--- src/rtl/alu_pipe.sv ---
// Pipelined ALU with valid/ready handshake; single-cycle arithmetic/logic ops
// and multi-cycle bit-serial shifts, one bit position per clock.
module alu_pipe #(
  parameter int unsigned SIZEDATA = 8,
  parameter int unsigned SIZEOP   = 6
) (
  input  logic                i_clk,
  input  logic                i_reset,
  input  logic                i_valid,
  output logic                o_ready,
  input  logic [SIZEDATA-1:0] i_datoa,
  input  logic [SIZEDATA-1:0] i_datob,
  input  logic [SIZEOP-1:0]   i_opcode,
  output logic                o_valid,
  input  logic                i_ready,
  output logic [SIZEDATA-1:0] o_result,
  output logic                o_zero,
  output logic                o_negative,
  output logic                o_carry,
  output logic                o_overflow,
  output logic                o_error
);

  localparam int unsigned MSB = SIZEDATA - 1;
  localparam int unsigned CW  = $clog2(SIZEDATA + 1);

  localparam logic [SIZEOP-1:0] OP_ADD = SIZEOP'(6'b100000);
  localparam logic [SIZEOP-1:0] OP_SUB = SIZEOP'(6'b100010);
  localparam logic [SIZEOP-1:0] OP_AND = SIZEOP'(6'b100100);
  localparam logic [SIZEOP-1:0] OP_OR  = SIZEOP'(6'b100101);
  localparam logic [SIZEOP-1:0] OP_XOR = SIZEOP'(6'b100110);
  localparam logic [SIZEOP-1:0] OP_NOR = SIZEOP'(6'b100111);
  localparam logic [SIZEOP-1:0] OP_SRL = SIZEOP'(6'b000010);
  localparam logic [SIZEOP-1:0] OP_SRA = SIZEOP'(6'b000011);
  localparam logic [SIZEOP-1:0] OP_SLL = SIZEOP'(6'b000000);

  localparam logic [SIZEDATA-1:0] DMAX = SIZEDATA'(SIZEDATA);

  typedef enum logic [1:0] {IDLE = 2'd0, SHIFT = 2'd1, OUT = 2'd2} state_t;
  typedef enum logic [1:0] {SH_SLL = 2'b00, SH_SRL = 2'b10, SH_SRA = 2'b11} shkind_t;

  state_t              state, state_n;
  shkind_t             kind, kind_n;
  logic [SIZEDATA-1:0] result, result_n, sh, sh_n, step;
  logic [CW-1:0]       cnt, cnt_n, cnt_cap;
  logic                zero, zero_n, negative, negative_n;
  logic                carry, carry_n, overflow, overflow_n, error, error_n;
  logic                accept;
  logic [SIZEDATA:0]   sum, diff;
  logic                ld, ld_c, ld_v, ld_e;
  logic [SIZEDATA-1:0] ld_val;

  assign o_ready    = (state == IDLE) || ((state == OUT) && i_ready);
  assign o_valid    = (state == OUT);
  assign o_result   = result;
  assign o_zero     = zero;
  assign o_negative = negative;
  assign o_carry    = carry;
  assign o_overflow = overflow;
  assign o_error    = error;

  assign accept  = i_valid && o_ready;
  assign sum     = {1'b0, i_datoa} + {1'b0, i_datob};
  assign diff    = {1'b0, i_datoa} - {1'b0, i_datob};
  assign cnt_cap = (i_datob >= DMAX) ? CW'(SIZEDATA) : i_datob[CW-1:0];

  // One-bit shift step for the serial shifter
  always_comb begin
    step = {1'b0, sh[MSB:1]};
    case (kind)
      SH_SLL:  step = {sh[MSB-1:0], 1'b0};
      SH_SRA:  step = {sh[MSB], sh[MSB:1]};
      default: step = {1'b0, sh[MSB:1]};
    endcase
  end

  // Next-state, datapath and flag computation
  always_comb begin
    state_n    = state;
    kind_n     = kind;
    sh_n       = sh;
    cnt_n      = cnt;
    result_n   = result;
    zero_n     = zero;
    negative_n = negative;
    carry_n    = carry;
    overflow_n = overflow;
    error_n    = error;
    ld         = 1'b0;
    ld_val     = '0;
    ld_c       = 1'b0;
    ld_v       = 1'b0;
    ld_e       = 1'b0;

    case (state)
      IDLE, OUT: begin
        if (accept) begin
          state_n = OUT;
          ld      = 1'b1;
          case (i_opcode)
            OP_ADD: begin
              ld_val = sum[MSB:0];
              ld_c   = sum[SIZEDATA];
              ld_v   = (i_datoa[MSB] == i_datob[MSB]) && (sum[MSB] != i_datoa[MSB]);
            end
            OP_SUB: begin
              ld_val = diff[MSB:0];
              ld_c   = diff[SIZEDATA];
              ld_v   = (i_datoa[MSB] != i_datob[MSB]) && (diff[MSB] != i_datoa[MSB]);
            end
            OP_AND: ld_val = i_datoa & i_datob;
            OP_OR:  ld_val = i_datoa | i_datob;
            OP_XOR: ld_val = i_datoa ^ i_datob;
            OP_NOR: ld_val = ~(i_datoa | i_datob);
            OP_SRL, OP_SRA, OP_SLL: begin
              ld_val = i_datoa;
              if (cnt_cap != '0) begin
                ld      = 1'b0;
                state_n = SHIFT;
                sh_n    = i_datoa;
                cnt_n   = cnt_cap;
                kind_n  = shkind_t'(i_opcode[1:0]);
              end
            end
            default: begin
              ld_val = '0;
              ld_e   = 1'b1;
            end
          endcase
        end else if (state == OUT && i_ready) begin
          state_n = IDLE;
        end
      end
      SHIFT: begin
        sh_n  = step;
        cnt_n = cnt - CW'(1);
        if (cnt == CW'(1)) begin
          state_n = OUT;
          ld      = 1'b1;
          ld_val  = step;
        end
      end
      default: state_n = IDLE;
    endcase

    if (ld) begin
      result_n   = ld_val;
      zero_n     = (ld_val == '0);
      negative_n = ld_val[MSB];
      carry_n    = ld_c;
      overflow_n = ld_v;
      error_n    = ld_e;
    end
  end

  always_ff @(posedge i_clk) begin
    if (i_reset) begin
      state    <= IDLE;
      kind     <= SH_SLL;
      sh       <= '0;
      cnt      <= '0;
      result   <= '0;
      zero     <= 1'b0;
      negative <= 1'b0;
      carry    <= 1'b0;
      overflow <= 1'b0;
      error    <= 1'b0;
    end else begin
      state    <= state_n;
      kind     <= kind_n;
      sh       <= sh_n;
      cnt      <= cnt_n;
      result   <= result_n;
      zero     <= zero_n;
      negative <= negative_n;
      carry    <= carry_n;
      overflow <= overflow_n;
      error    <= error_n;
    end
  end

endmodule

--- config.mk ---
export PLATFORM = sky130hd
export DESIGN_NAME = alu_pipe
export DESIGN_NICKNAME = d
export VERILOG_FILES = /design/src/rtl/alu_pipe.sv
export SDC_FILE = /design/constraint.sdc
export NUM_CORES = 1
export LEC_CHECK = 0
export ABC_AREA = 1
export BUFFER_PORTS_ARGS = -buffer_cell sky130_fd_sc_hd__buf_2
export CAP_MARGIN = 10
export CORE_MARGIN = 2
export CORE_UTILIZATION = 30
export CTS_CLUSTER_SIZE = 16
export DETAILED_ROUTE_END_ITERATION = 16
export SETUP_SLACK_MARGIN = 0.05
export SYNTH_ARGS = -nofsm -noshare
export SYNTH_HDL_FRONTEND = slang
export SYNTH_SLANG_ARGS = --single-unit
--- constraint.sdc ---
create_clock -name i_clk -period 2 [get_ports i_clk]
set_input_delay 0.1 -clock i_clk [delete_from_list [all_inputs] [get_ports i_clk]]
set_output_delay 0.1 -clock i_clk [all_outputs]
set_load 0.02 [all_outputs]
# [Word-level counts from Yosys, hierarchy flattened]
# Cells that the tools add are included.
[classes] add_sub_neg=3 order_cmp=1 eq_ne=21 muxes=34 bitwise_logic=4 n_reduce_logical=17
[op_table] operator="$pmux W8 S7" count=1
[op_table] operator="$pmux W8 S2" count=3
[op_table] operator="$mux W8" count=5
[op_table] operator="$eq A6 B6 Y1 const B" count=6
[op_table] operator="$mux W4" count=4
[op_table] operator="$eq A6 B2 Y1 const B" count=2
[op_table] operator="$mux W1" count=11
[op_table] operator="$mux W2" count=5
[op_table] operator="$add A8 B8 Y9" count=1
[op_table] operator="$reduce_or A9 Y1" count=1
[op_table] operator="$sub A8 B8 Y9" count=1
[op_table] operator="$and A8 B8 Y8" count=1
[op_table] operator="$ge A8 B4 Y1 const B" count=1
[op_table] operator="$logic_not A8 Y1" count=1
[op_table] operator="$not A8 Y8" count=1
[op_table] operator="$or A8 B8 Y8" count=1
[op_table] operator="$pmux W4 S2" count=1
[op_table] operator="$reduce_and A4 Y1" count=2
[op_table] operator="$xor A8 B8 Y8" count=1
[op_table] operator="$logic_not A6 Y1" count=1
[op_table] operator="$ne A2 B2 Y1 const B" count=3
[op_table] operator="$pmux W1 S2" count=3
[op_table] operator="$eq A2 B2 Y1 const B" count=2
[op_table] operator="$eq A4 B1 Y1 const B" count=1
[op_table] operator="15 further kinds" count=21
[word_totals] reg_bits=29 output_inout_bits=15 wordCells=90

# [Longest topological paths before layout]
# Gate-level depths: netlist (run 1).
[depth] depth_word=7 ltp_mapped=16 mapped_depth_nobuf=15

# [Least setup slack after synthesis (run 1)]
# No wires, ideal clock.
[synth_timing] path_type="in2reg" start="input i_datoa[0]" end="register result[6] (netlist: o_result[6])" arrival_ns=1.603 t_required_ns=1.884 setup_slack_ns=0.281 cell_stages=14 path_buffers=0 cell_sequence="inv_1 ha_1 fa_1 nand3b_1 nand2_1 a21oi_2 inv_1 nand2_1 nand3_1 nand3_1 a21oi_1 nand2_1 o211ai_1 inv_1"
[synth_between] elab_chain_cells=4 word_cells_on_any_way=5
[synth_lines] element="from (decl)" line="11" rtl="input logic [SIZEDATA-1:0] i_datoa,"
[synth_lines] element="$sub A8 B8 Y9 / $add A8 B8 Y9 (equally long branches)" line="64, 63"
[synth_lines] element="$pmux W8 S7 (*)" line="100" rtl="case (i_opcode)"
[synth_lines] element="$mux W8 (*)" line="97" rtl="if (accept) begin"
[synth_lines] element="$pmux W8 S2 (*)" line="95" rtl="case (state)"
[synth_lines] element="to (signal assigned)" line="173" rtl="result <= result_n;"
[synth_lines] element="to (decl)" line="44" rtl="logic [SIZEDATA-1:0] result, result_n, sh, sh_n, step;"
# Every way passes the cells marked *; elsewhere a longest branch is shown, timed or not.
# A chain may end at the register's enable or synchronous reset.

# [Worst setup path in the final report (run 1)]
[layout_timing] start="register kind[1]" end="register zero (netlist: o_zero)"
[layout_between] elab_chain_cells=5 word_cells_on_any_way=6
[layout_lines] element="from (decl)" line="43" rtl="shkind_t kind, kind_n;"
[layout_lines] element="from (signal assigned)" line="170" rtl="kind <= kind_n;"
[layout_lines] element="$eq A2 B2 Y1 / $logic_not A2 Y1 (equally long branches)" line="70" rtl="case (kind)"
[layout_lines] element="$pmux W8 S2 (*)" line="70"
[layout_lines] element="$mux W8 (*)" line="137" rtl="if (cnt == CW'(1)) begin"
[layout_lines] element="$pmux W8 S2 (*)" line="95"
[layout_lines] element="$logic_not A8 Y1 (*)" line="148" rtl="zero_n = (ld_val == '0);"
[layout_lines] element="to (signal assigned)" line="174" rtl="zero <= zero_n;"
[layout_lines] element="to (decl)" line="46" rtl="logic zero, zero_n, negative, negative_n;"
# Marked as above.

==> results of run 1 <==
[layout by cell type, fill, tap and decap left out, drive strengths merged]
| master | instances |
|---|---|
| nand2 | 129 |
| inv | 85 |
| buf | 71 |
| nand3 | 51 |
| nor2 | 49 |
| ha | 28 |
| dfxtp | 28 |
| a21oi | 23 |
| o21ai | 21 |
| a31oi | 7 |
| o22ai | 6 |
| nor3 | 5 |
| o21bai | 4 |
| nand4 | 4 |
| o211ai | 4 |
| nand3b | 3 |
| xor2 | 3 |
| clkbuf | 3 |
| or2 | 3 |
| o31ai | 2 |
| fa | 2 |
| a32oi | 1 |
| a22oi | 1 |
| o21a | 1 |
| a21boi | 1 |
| xnor2 | 1 |
| a311oi | 1 |
| bufinv | 1 |
[metal layers]
metal  routed length, µm  vias to the layer above  GRT usage, %
met5                   0                        -             0
met4                 104                        0          2.56
met3                 578                       10          2.05
met2                4040                       95          27.9
met1                4350                     1485          25.8
li1                    -                     1642             -
[final cells by class]
type | instances | area, µm²
clock buffer | 3 | 41.3
clock inverter | 1 | 30.0
fill | 1036 | 5790
inverter | 85 | 319
multi-input combinational | 350 | 1990
sequential | 28 | 563
tap | 129 | 161
timing repair buffer | 71 | 433
[registers in the layout, summed over array words and instances, names as in the netlist]
name,count
sh,8
o_zero,1
state,2
o_carry,1
o_result,8
o_overflow,1
cnt,4
o_error,1
kind,2
[per-stage QoR]
stage / TNS [ps] / area, µm² / hold WS, ps
2_1_floorplan: 0 / 2900 / 169
3_3_place_gp: 0 / 3410 / 424
3_5_place_dp: -18.1 / 3410 / 432
4_1_cts: 0 / 3480 / 128
5_1_grt: 0 / 3530 / 126
6_report: 0 / 3530 / 131
[final timing paths]
| path | startpoint | end | slack [ps] | cells after the start |
|---|---|---|---|---|
| worst max register to register | kind[1] | o_zero | 220 | 12 |
| worst min-delay path | i_opcode[0] | kind[0] | 130 | 3 |
| worst min register to register | o_overflow | o_overflow | 470 | 2 |
| worst max-delay path | kind[1] | o_zero | 220 | 12 |
[worst max-delay path, cell delays in order, from the launching register on]
cell and delay, ps:
dfxtp_2 360, inv_1 80, ha_4 310, nor2_4 50, inv_1 70, nand3_1 90, or2_2 290, nand2_1 140
nor2_1 60, nand2_1 60, nor2_1 50, nand3_1 60, a21oi_1 60
[cells by family after synthesis]
| group | count (synthesis) |
|---|---|
| flops | 28 |
| compound gates | 72 |
| buf+inv | 97 |
| simple gates | 244 |
| fa+ha+maj | 30 |
| xor+xnor | 4 |
[power by group]
| part | total (W) | switching (W) | internal (W) |
|---|---|---|---|
| sequential | 0.000597 | 0.0000158 | 0.000581 |
| clock | 0.000455 | 0.000187 | 0.000268 |
| combinational | 0.000528 | 0.000330 | 0.000198 |
[timing repair]
item	in CTS	in global routing
gates resized for setup	1	11
buffers inserted	0	2
endpoints found under the setup margin	1	4
pin swaps	0	0
hold endpoints to repair	0	0
==> impl_results.html, run 1 <==
<table>
<tr><th>Metric</th><th>Value</th></tr>
<tr><th colspan="2">Outcome</th></tr>
<tr><td>Run status</td><td>finished clean</td></tr>
<tr><th colspan="2">Global routing</th></tr>
<tr><td>Global-route congestion overflow total</td><td>0</td></tr>
<tr><td>Total global routing track utilization</td><td>17.5%</td></tr>
<tr><td>Wire length of the first global-routing pass</td><td>14.4 mm</td></tr>
<tr><td>Pin count of the biggest net entering global routing</td><td>17</td></tr>
<tr><td>Antenna violations before repair</td><td>0</td></tr>
<tr><td>Via count of the first global-routing pass</td><td>2936</td></tr>
<tr><th colspan="2">Worst setup path</th></tr>
<tr><td>Largest driver fanout on the critical path</td><td>4</td></tr>
<tr><td>Setup Crit Path Kind</td><td>register to register</td></tr>
<tr><td>Startpoint class of the critical path</td><td>register</td></tr>
<tr><td>Data arrival time of the critical path</td><td>1950 ps</td></tr>
<tr><td>Critical Path End Type</td><td>register</td></tr>
<tr><td>CP required</td><td>2170 ps</td></tr>
<tr><th colspan="2">Synthesis</th></tr>
<tr><td>Main combinational cell family by area after synthesis</td><td>simple AND/OR/NAND/NOR gates</td></tr>
<tr><td>Synth Instances</td><td>475</td></tr>
<tr><td>Number of warnings issued by yosys</td><td>0</td></tr>
<tr><td>Area share of and/or/nand/nor cells after synthesis</td><td>37.7%</td></tr>
<tr><td>Fraction of synthesized area in multiplexers</td><td>0%</td></tr>
<tr><td>Cell accounting for the most synthesized area</td><td>dfxtp_1</td></tr>
<tr><td>Post-synthesis sequential area ratio</td><td>19.3%</td></tr>
<tr><td>Cells taking the most area after synthesis</td><td>dfxtp_1 (19%), nand2_1 (16%), ha_1 (12%)</td></tr>
<tr><td>Share of the synthesized area in compound gates (AO/OA/AOI/OAI)</td><td>14.8%</td></tr>
<tr><td>Fraction of the mapped netlist area in adder cells</td><td>13.5%</td></tr>
<tr><td>Synth top cells by count</td><td>nand2_1 (127), inv_1 (73), nand3_1 (50)</td></tr>
<tr><td>Library cell with the highest instance count after synthesis</td><td>nand2_1</td></tr>
<tr><td>Avg Inst Size Synth</td><td>6.11 µm²</td></tr>
<tr><td>Area share of the largest cell type after synthesis</td><td>19.3%</td></tr>
<tr><td>Leading register cell type out of synthesis</td><td>dfxtp_1</td></tr>
<tr><td>Area of the mapped netlist</td><td>2900 µm²</td></tr>
<tr><td>Synthesis-stage register bit count</td><td>28</td></tr>
<tr><td>Count of flip-flops with a built-in enable after synthesis</td><td>0</td></tr>
<tr><td>Post-synth ARST share</td><td>0%</td></tr>
<tr><td>Total nets after synthesis</td><td>531</td></tr>
<tr><td>XOR/XNOR share of the synthesized area</td><td>1.21%</td></tr>
<tr><td>Number of distinct library cells after synthesis</td><td>40</td></tr>
<tr><th colspan="2">Pwr</th></tr>
<tr><td>Post-layout power</td><td>0.00158 W</td></tr>
<tr><td>Power Dens Cells</td><td>447 nW/µm²</td></tr>
<tr><td>Peak ir drop on the vdd network</td><td>0.328 mV</td></tr>
<tr><td>P_leak</td><td>1.83 nW</td></tr>
<tr><th colspan="2">Routing</th></tr>
<tr><td>Final routed wirelength across all metal layers</td><td>9.08 mm</td></tr>
<tr><td>First-pass iteration count of the detailed router</td><td>4</td></tr>
<tr><td>Total vias in the final route</td><td>3232</td></tr>
<tr><td>DRC</td><td>0</td></tr>
<tr><td>Routed via count divided by cell count</td><td>4.85</td></tr>
<tr><td>Routed wire length per instance</td><td>13.6 µm</td></tr>
<tr><td>DR iter-0 viols</td><td>244</td></tr>
<tr><td>Number of antenna-violating nets in the routed design</td><td>0</td></tr>
<tr><th colspan="2">Timing</th></tr>
<tr><td>Final period utilization</td><td>88.9%</td></tr>
<tr><td>RSZ-0062 raised after global routing</td><td>no</td></tr>
<tr><td>Setup Skew</td><td>6.88 ps</td></tr>
<tr><td>Final Hold Violating Endpoints</td><td>0</td></tr>
<tr><td>Finish-stage setup viols</td><td>0</td></tr>
<tr><td>Min Clock Period, post-route</td><td>1780 ps</td></tr>
<tr><td>Final count of pins violating max slew</td><td>0</td></tr>
<tr><td>Highest achievable clock rate</td><td>562 MHz</td></tr>
<tr><td>Setup ws final</td><td>222 ps</td></tr>
<tr><td>Max transition margin</td><td>71.7%</td></tr>
<tr><td>Slew @ Worst Pin</td><td>423 ps</td></tr>
<tr><th colspan="2">Final layout</th></tr>
<tr><td># nets final</td><td>595</td></tr>
<tr><td>Fraction of layout cells with a size suffix above 1</td><td>21.6%</td></tr>
<tr><td>Post-Route Utilization</td><td>37.9%</td></tr>
<tr><td>Area delta synth-&gt;final</td><td>21.8%</td></tr>
<tr><td>Filler-free cell count of the finished design</td><td>667</td></tr>
<tr><td>Antenna cells</td><td>0</td></tr>
<tr><th colspan="2">Floorplan</th></tr>
<tr><td>Die W</td><td>102 µm</td></tr>
<tr><td>Effective utilization at floorplan</td><td>31.1%</td></tr>
<tr><td>Core footprint</td><td>9330 µm²</td></tr>
<tr><td>Die Area</td><td>10500 µm²</td></tr>
<tr><td>Total number of placement rows</td><td>35</td></tr>
<tr><td>Y dimension of the die</td><td>102 µm</td></tr>
<tr><td>Boundary Pins</td><td>41</td></tr>
<tr><th colspan="2">Placed design</th></tr>
<tr><td>Post-Place Worst Slack</td><td>-18.1 ps</td></tr>
<tr><td>Placed cell count</td><td>661</td></tr>
<tr><td>Routability congestion estimate from global placement</td><td>0.944</td></tr>
<tr><td>DP HPWL</td><td>7.38 mm</td></tr>
<tr><td>Quantity of I/O buffers inserted on ports</td><td>40</td></tr>
<tr><th colspan="2">Clock tree</th></tr>
<tr><td>Max clock buf depth</td><td>2</td></tr>
<tr><td>H-tree depth</td><td>1</td></tr>
<tr><td>Root Driver</td><td>clkbuf_8</td></tr>
<tr><td>CTS tree</td><td>done</td></tr>
<tr><td>Clock slew seen by the registers of the worst setup and hold paths</td><td>100 ps</td></tr>
<tr><td>Clk_lat worst skew</td><td>280 ps</td></tr>
<tr><td>Number of hold buffers added after cts</td><td>0</td></tr>
<tr><td>Clock sink count</td><td>28</td></tr>
<tr><td>Clock buffers created by TritonCTS</td><td>3</td></tr>
<tr><th colspan="2">Flow run</th></tr>
<tr><td>Number of max-capacitance violations reported</td><td>0</td></tr>
<tr><th colspan="2">Min path</th></tr>
<tr><td>Hold Crit Class</td><td>input port to register</td></tr>
</table>
No activity file was read; power rests on OpenSTA's default activity.
==> run 2: changes to the inputs <==
- ABC_AREA: 1 -> 0
- CORE_UTILIZATION: 30 -> 58
- PLACE_DENSITY: not set -> 0.91
==> run 2 against run 1 <==
The flow now stops in global routing. Area after synthesis down 5.5%. Synthesized cell count down 24%.
==> impl_results.html, run 2 <==
<table>
<tr><th>Metric</th><th>Value</th></tr>
<tr><th colspan="2">Synthesis</th></tr>
<tr><td>Area of the mapped netlist</td><td>2740 µm² (-5.5%)</td></tr>
<tr><td>Number of warnings issued by yosys</td><td>0 (unchanged)</td></tr>
<tr><td>Total nets after synthesis</td><td>417 (-21%)</td></tr>
<tr><td>Post-synth ARST share</td><td>0% (unchanged)</td></tr>
<tr><td>Library cell with the highest instance count after synthesis</td><td>nor2_1</td></tr>
<tr><td>Cells taking the most area after synthesis</td><td>dfxtp_1 (20%), ha_1 (13%), nor2_1 (5.6%)</td></tr>
<tr><td>Synthesis-stage register bit count</td><td>28 (unchanged)</td></tr>
<tr><td>Area share of the largest cell type after synthesis</td><td>20.4% (+1.1 points)</td></tr>
<tr><td>Post-synthesis sequential area ratio</td><td>20.4% (+1.1 points)</td></tr>
<tr><td>Number of distinct library cells after synthesis</td><td>59 (+48%)</td></tr>
<tr><td>Synth Instances</td><td>361 (-24%)</td></tr>
<tr><td>Leading register cell type out of synthesis</td><td>dfxtp_1</td></tr>
<tr><td>Count of flip-flops with a built-in enable after synthesis</td><td>0 (unchanged)</td></tr>
<tr><td>Avg Inst Size Synth</td><td>7.59 µm² (+24%)</td></tr>
<tr><td>Cell accounting for the most synthesized area</td><td>dfxtp_1</td></tr>
<tr><td>Synth top cells by count</td><td>nor2_1 (41), inv_1 (31), dfxtp_1 (28), ha_1 (28), a21oi_1 (27)</td></tr>
<tr><th colspan="2">Outcome</th></tr>
<tr><td>Stop Error</td><td>[ERROR GRT-0232] Routing congestion too high. Check the congestion heatmap in the GUI.</td></tr>
<tr><td>Exit stage</td><td>global routing</td></tr>
<tr><td>Run status</td><td>aborted with a tool error</td></tr>
<tr><th colspan="2">Floorplan</th></tr>
<tr><td>Effective utilization at floorplan</td><td>59.2% (+28 points)</td></tr>
<tr><td>Die W</td><td>72.8 µm (-29%)</td></tr>
<tr><td>Boundary Pins</td><td>41 (unchanged)</td></tr>
<tr><td>Y dimension of the die</td><td>72.8 µm (-29%)</td></tr>
<tr><td>Total number of placement rows</td><td>25 (-29%)</td></tr>
<tr><th colspan="2">Placed design</th></tr>
<tr><td>Routability congestion estimate from global placement</td><td>0.954 (+1.1%)</td></tr>
<tr><td>DP HPWL</td><td>7.20 mm (-2.4%)</td></tr>
<tr><td>Quantity of I/O buffers inserted on ports</td><td>40 (unchanged)</td></tr>
<tr><td>Placed cell count</td><td>517 (-22%)</td></tr>
<tr><th colspan="2">Clock tree</th></tr>
<tr><td>Max clock buf depth</td><td>2 (unchanged)</td></tr>
<tr><td>Clock sink count</td><td>28 (unchanged)</td></tr>
<tr><td>Root Driver</td><td>clkbuf_8</td></tr>
<tr><td>Clock buffers created by TritonCTS</td><td>3 (unchanged)</td></tr>
<tr><td>H-tree depth</td><td>1 (unchanged)</td></tr>
<tr><td>Number of hold buffers added after cts</td><td>0 (unchanged)</td></tr>
<tr><th colspan="2">Global routing</th></tr>
<tr><td>Pin count of the biggest net entering global routing</td><td>31</td></tr>
<tr><td>Total global routing track utilization</td><td>82.5%</td></tr>
<tr><td>Global-route congestion overflow total</td><td>195</td></tr>
<tr><th colspan="2">Timing</th></tr>
<tr><td>Worst endpoint left by the global-route repair_timing run</td><td>o_zero$_SDFFE_PP0P_/D</td></tr>
<tr><td>Worst endpoint type</td><td>register data pin</td></tr>
</table>
==> run 2: cells by family after synthesis <==
kind of cell               share of synthesized area [%]
muxes                                               2.56
DFF                                                 20.4
xor gates and xnor gates                           0.959
AOI/OAI and AO/OA                                   31.5
adders and majority gates                           14.2
and+or+nand+nor                                     22.7
buffers and inverters                               7.53
==> run 2: metal layers <==
layer,overflow,track usage [%]
met1,1,79.9
met5,0,6.06
met3,2,51.4
met4,59,97.9
met2,133,108
==> run 2: per-stage QoR <==
step	TNS (ps)	instance area, µm²	setup WS (ps)	utilization (%)	hold slack (ps)
3_5_place_dp	-5670	3600	-510	77.8	393
3_3_place_gp	-2550	3600	-325	77.8	378
4_1_cts	-2.01	3900	-2.01	84.2	97.3
2_1_floorplan	-73.6	2820	-38.6	-	255
==> run 2: repair_timing <==
action	4_1_cts
buffers inserted	9
pin swaps	16
setup endpoints to repair	18
gates resized for setup	36
==> run 3: changes to the inputs <==
- CORE_UTILIZATION: 58 -> 40
- CTS_CLUSTER_SIZE: 16 -> not set
- PLACE_DENSITY: 0.91 -> not set
- PLACE_DENSITY_LB_ADDON: not set -> 0.15
- SETUP_SLACK_MARGIN: 0.05 -> not set
==> run 3 against run 2 <==
The flow now finishes, with violations (negative setup slack). Synthesized cell count stayed put. Area after synthesis stayed put.
==> impl_results.html, run 3 <==
<table>
<tr><th>Metric</th><th>Value</th></tr>
<tr><th colspan="2">Outcome</th></tr>
<tr><td>Run status</td><td>finished with violations</td></tr>
<tr><td>Violated checks</td><td>negative setup slack</td></tr>
<tr><th colspan="2">Floorplan</th></tr>
<tr><td>Total number of placement rows</td><td>30 (+20%)</td></tr>
<tr><td>Die W</td><td>86.8 µm (+19%)</td></tr>
<tr><td>Core footprint</td><td>6720 µm²</td></tr>
<tr><td>Y dimension of the die</td><td>86.8 µm (+19%)</td></tr>
<tr><td>Boundary Pins</td><td>41 (unchanged)</td></tr>
<tr><td>Die Area</td><td>7530 µm²</td></tr>
<tr><td>Effective utilization at floorplan</td><td>40.8% (-18 points)</td></tr>
<tr><th colspan="2">Final layout</th></tr>
<tr><td>Post-Route Utilization</td><td>60.7%</td></tr>
<tr><td># nets final</td><td>535</td></tr>
<tr><td>Number of fillers in the final layout</td><td>643</td></tr>
<tr><td>Fraction of layout cells with a size suffix above 1</td><td>41.0%</td></tr>
<tr><td>Antenna cells</td><td>0</td></tr>
<tr><td>Filler-free cell count of the finished design</td><td>558</td></tr>
<tr><td>Most common cell after layout, fill and taps aside</td><td>buf_4</td></tr>
<tr><td>Area delta synth-&gt;final</td><td>48.7%</td></tr>
<tr><td>Highest-count cells in the layout ignoring fill and taps</td><td>buf_4 (92), nor2_1 (39), buf_2 (35)</td></tr>
<tr><th colspan="2">Worst setup path</th></tr>
<tr><td>Slowest stage delay, CP</td><td>520 ps</td></tr>
<tr><td>Startpoint class of the critical path</td><td>input port</td></tr>
<tr><td>Slowest cell on the critical path</td><td>a222oi_1</td></tr>
<tr><td>Crit Reg-Reg Startpoint</td><td>kind[1]</td></tr>
<tr><td>Critical Path End Type</td><td>register</td></tr>
<tr><td>Largest driver fanout on the critical path</td><td>3</td></tr>
<tr><td>Ordered cell list for the critical path</td><td>buf_6 -&gt; inv_4 -&gt; ha_4 -&gt; nor3_4 -&gt; nor3_2 -&gt; a221o_1 -&gt; a222oi_1 -&gt; o22a_1 -&gt; nand4_1 -&gt; o41ai_2</td></tr>
<tr><td>Launching instance or port of the critical path</td><td>i_datoa[1]</td></tr>
<tr><td>Cell type group with the largest total delay on the critical path</td><td>compound AO/OA/AOI/OAI gates</td></tr>
<tr><td>Endpoint of the most critical register-to-register path</td><td>o_zero</td></tr>
<tr><td>Setup Crit Path Kind</td><td>input port to register</td></tr>
<tr><td>Worst Path Buf+Inv</td><td>2</td></tr>
<tr><td>Worst-case register-to-register setup slack</td><td>-90 ps</td></tr>
<tr><td>CP required</td><td>2190 ps</td></tr>
<tr><td>Number of cells on the worst reg-to-reg path</td><td>8</td></tr>
<tr><td>Data arrival time of the critical path</td><td>2330 ps</td></tr>
<tr><th colspan="2">Synthesis</th></tr>
<tr><td>Area share of the largest cell type after synthesis</td><td>20.4% (unchanged)</td></tr>
<tr><td>Count of flip-flops with a built-in enable after synthesis</td><td>0 (unchanged)</td></tr>
<tr><td>Number of distinct library cells after synthesis</td><td>59 (unchanged)</td></tr>
<tr><td>Cell accounting for the most synthesized area</td><td>dfxtp_1</td></tr>
<tr><td>Synthesis-stage register bit count</td><td>28 (unchanged)</td></tr>
<tr><td>Leading register cell type out of synthesis</td><td>dfxtp_1</td></tr>
<tr><td>Library cell with the highest instance count after synthesis</td><td>nor2_1</td></tr>
<tr><td>Post-synthesis sequential area ratio</td><td>20.4% (unchanged)</td></tr>
<tr><td>Number of warnings issued by yosys</td><td>0 (unchanged)</td></tr>
<tr><td>Synth Instances</td><td>361 (unchanged)</td></tr>
<tr><td>Synth top cells by count</td><td>nor2_1 (41), inv_1 (31), dfxtp_1 (28), ha_1 (28), a21oi_1 (27)</td></tr>
<tr><td>Area of the mapped netlist</td><td>2740 µm² (unchanged)</td></tr>
<tr><td>Avg Inst Size Synth</td><td>7.59 µm² (unchanged)</td></tr>
<tr><td>Cells taking the most area after synthesis</td><td>dfxtp_1 (20%), ha_1 (13%), nor2_1 (5.6%)</td></tr>
<tr><td>Total nets after synthesis</td><td>417 (unchanged)</td></tr>
<tr><td>Post-synth ARST share</td><td>0% (unchanged)</td></tr>
<tr><th colspan="2">Placed design</th></tr>
<tr><td>DP HPWL</td><td>7.20 mm (about the same)</td></tr>
<tr><td>Quantity of I/O buffers inserted on ports</td><td>40 (unchanged)</td></tr>
<tr><td>Routability congestion estimate from global placement</td><td>0.906 (-5.1%)</td></tr>
<tr><td>Placed cell count</td><td>548 (+6.0%)</td></tr>
<tr><td>Post-Place Worst Slack</td><td>-390 ps (+120 ps)</td></tr>
<tr><th colspan="2">Routing</th></tr>
<tr><td>Routed wire length per instance</td><td>16.6 µm</td></tr>
<tr><td>Total vias in the final route</td><td>3182</td></tr>
<tr><td>DR iter-0 viols</td><td>163</td></tr>
<tr><td>Number of antenna-violating nets in the routed design</td><td>0</td></tr>
<tr><td>Final routed wirelength across all metal layers</td><td>9.24 mm</td></tr>
<tr><td>DRC</td><td>0</td></tr>
<tr><td>First-pass iteration count of the detailed router</td><td>4</td></tr>
<tr><td>Routed via count divided by cell count</td><td>5.70</td></tr>
<tr><th colspan="2">Timing</th></tr>
<tr><td>Max transition margin</td><td>64.9%</td></tr>
<tr><td>Setup ws final</td><td>-142 ps</td></tr>
<tr><td>RSZ-0062 raised after global routing</td><td>yes</td></tr>
<tr><td>Setup Skew</td><td>7.69 ps</td></tr>
<tr><td>Final Hold Violating Endpoints</td><td>0</td></tr>
<tr><td>Finish-stage setup viols</td><td>1</td></tr>
<tr><td>Worst hold-check slack</td><td>102 ps</td></tr>
<tr><td>Highest achievable clock rate</td><td>467 MHz</td></tr>
<tr><td>Min Clock Period, post-route</td><td>2140 ps</td></tr>
<tr><td>Final count of pins violating max slew</td><td>0</td></tr>
<tr><td>Slew @ Worst Pin</td><td>520 ps</td></tr>
<tr><td>Accumulated negative setup slack</td><td>-142 ps</td></tr>
<tr><td>Final period utilization</td><td>107%</td></tr>
<tr><th colspan="2">Clock tree</th></tr>
<tr><td>Clock sink count</td><td>28 (unchanged)</td></tr>
<tr><td>Clock slew seen by the registers of the worst setup and hold paths</td><td>100 ps</td></tr>
<tr><td>Root Driver</td><td>clkbuf_8</td></tr>
<tr><td>CTS tree</td><td>done</td></tr>
<tr><td>Number of hold buffers added after cts</td><td>0 (unchanged)</td></tr>
<tr><td>H-tree depth</td><td>1 (unchanged)</td></tr>
<tr><td>Clock buffers created by TritonCTS</td><td>3 (unchanged)</td></tr>
<tr><td>Clk_lat worst skew</td><td>280 ps</td></tr>
<tr><td>Max clock buf depth</td><td>2 (unchanged)</td></tr>
<tr><th colspan="2">Global routing</th></tr>
<tr><td>Wire length of the first global-routing pass</td><td>14.6 mm</td></tr>
<tr><td>Pin count of the biggest net entering global routing</td><td>30</td></tr>
<tr><td>Total global routing track utilization</td><td>24.3%</td></tr>
<tr><td>Antenna violations before repair</td><td>0</td></tr>
<tr><td>Via count of the first global-routing pass</td><td>3051</td></tr>
<tr><td>Global-route congestion overflow total</td><td>0</td></tr>
<tr><th colspan="2">Min path</th></tr>
<tr><td>Hold Crit Class</td><td>input port to register</td></tr>
<tr><td>Startpoint of the worst hold path</td><td>i_ready</td></tr>
<tr><td>Hold EP</td><td>state[1]</td></tr>
<tr><td>Hold path cells</td><td>3</td></tr>
<tr><th colspan="2">Pwr</th></tr>
<tr><td>P_leak</td><td>1.79 nW</td></tr>
<tr><td>Peak ir drop on the vdd network</td><td>0.222 mV</td></tr>
<tr><td>Power Dens Cells</td><td>395 nW/µm²</td></tr>
<tr><th colspan="2">Flow run</th></tr>
<tr><td>Number of max-capacitance violations reported</td><td>0</td></tr>
</table>
-- run 3: report_power, final --
group	total (W)	internal, W	switching [W]
registers	0.000591	0.000579	0.0000125
clock network	0.000352	0.000176	0.000176
logic	0.000668	0.000315	0.000353
-- run 3: worst min-delay path: stages --
cell	delay [ps]
buf_2	80
nand2b_1	90
a21oi_1	60
-- run 3: logic make-up after synthesis --
group / synth area share [%]
multiplexers: 2.56
adder cells (fa/ha/maj): 14.2
AND/OR/NAND/NOR: 22.7
buffers and inverters: 7.53
flip-flops: 20.4
AO/OA/AOI/OAI: 31.5
XOR/XNOR: 0.959
-- run 3: worst max-delay path by stage --
stage	endpoint	slack, ps	cells past startpoint
3_3_place_gp	o_zero	-300	11
3_5_place_dp	o_zero	-390	11
5_1_grt	o_zero	-170	10
4_1_cts	o_result[3]	0.6	8
6_report	o_zero	-140	10
2_1_floorplan	o_zero	-40	8
-- run 3: layout make-up --
type                    count  area, µm²  share of cell area (%)
clock buffers               4       55.1                    1.35
inverters                  31        124                    3.04
multi-input cells         282       2280                    56.1
flip-flops and latches     28        566                    13.9
well taps                  80        100                    2.46
repair buffers            133        946                    23.2
-- run 3: metrics by stage --
stage          area (µm²)  total power [W]
5_1_grt              4080          0.00171
6_report             4080          0.00161
2_1_floorplan        2820         0.000927
3_3_place_gp         3670          0.00118
3_5_place_dp         3670          0.00119
4_1_cts              3790          0.00155
-- run 3: metal layers --
layer	GRT usage (%)	up-vias	part of all wire [%]
met4	8.52	0	2.7
li1	-	1564	-
met1	32.4	1523	46
met5	0	-	0
met2	39.8	75	48
met3	3.81	20	3.3
-- run 3: repair_timing --
item                       4_1_cts  5_1_grt
pin swaps                        4       25
buffers inserted                 1        6
setup endpoints to repair        2       19
resized for setup                8       59
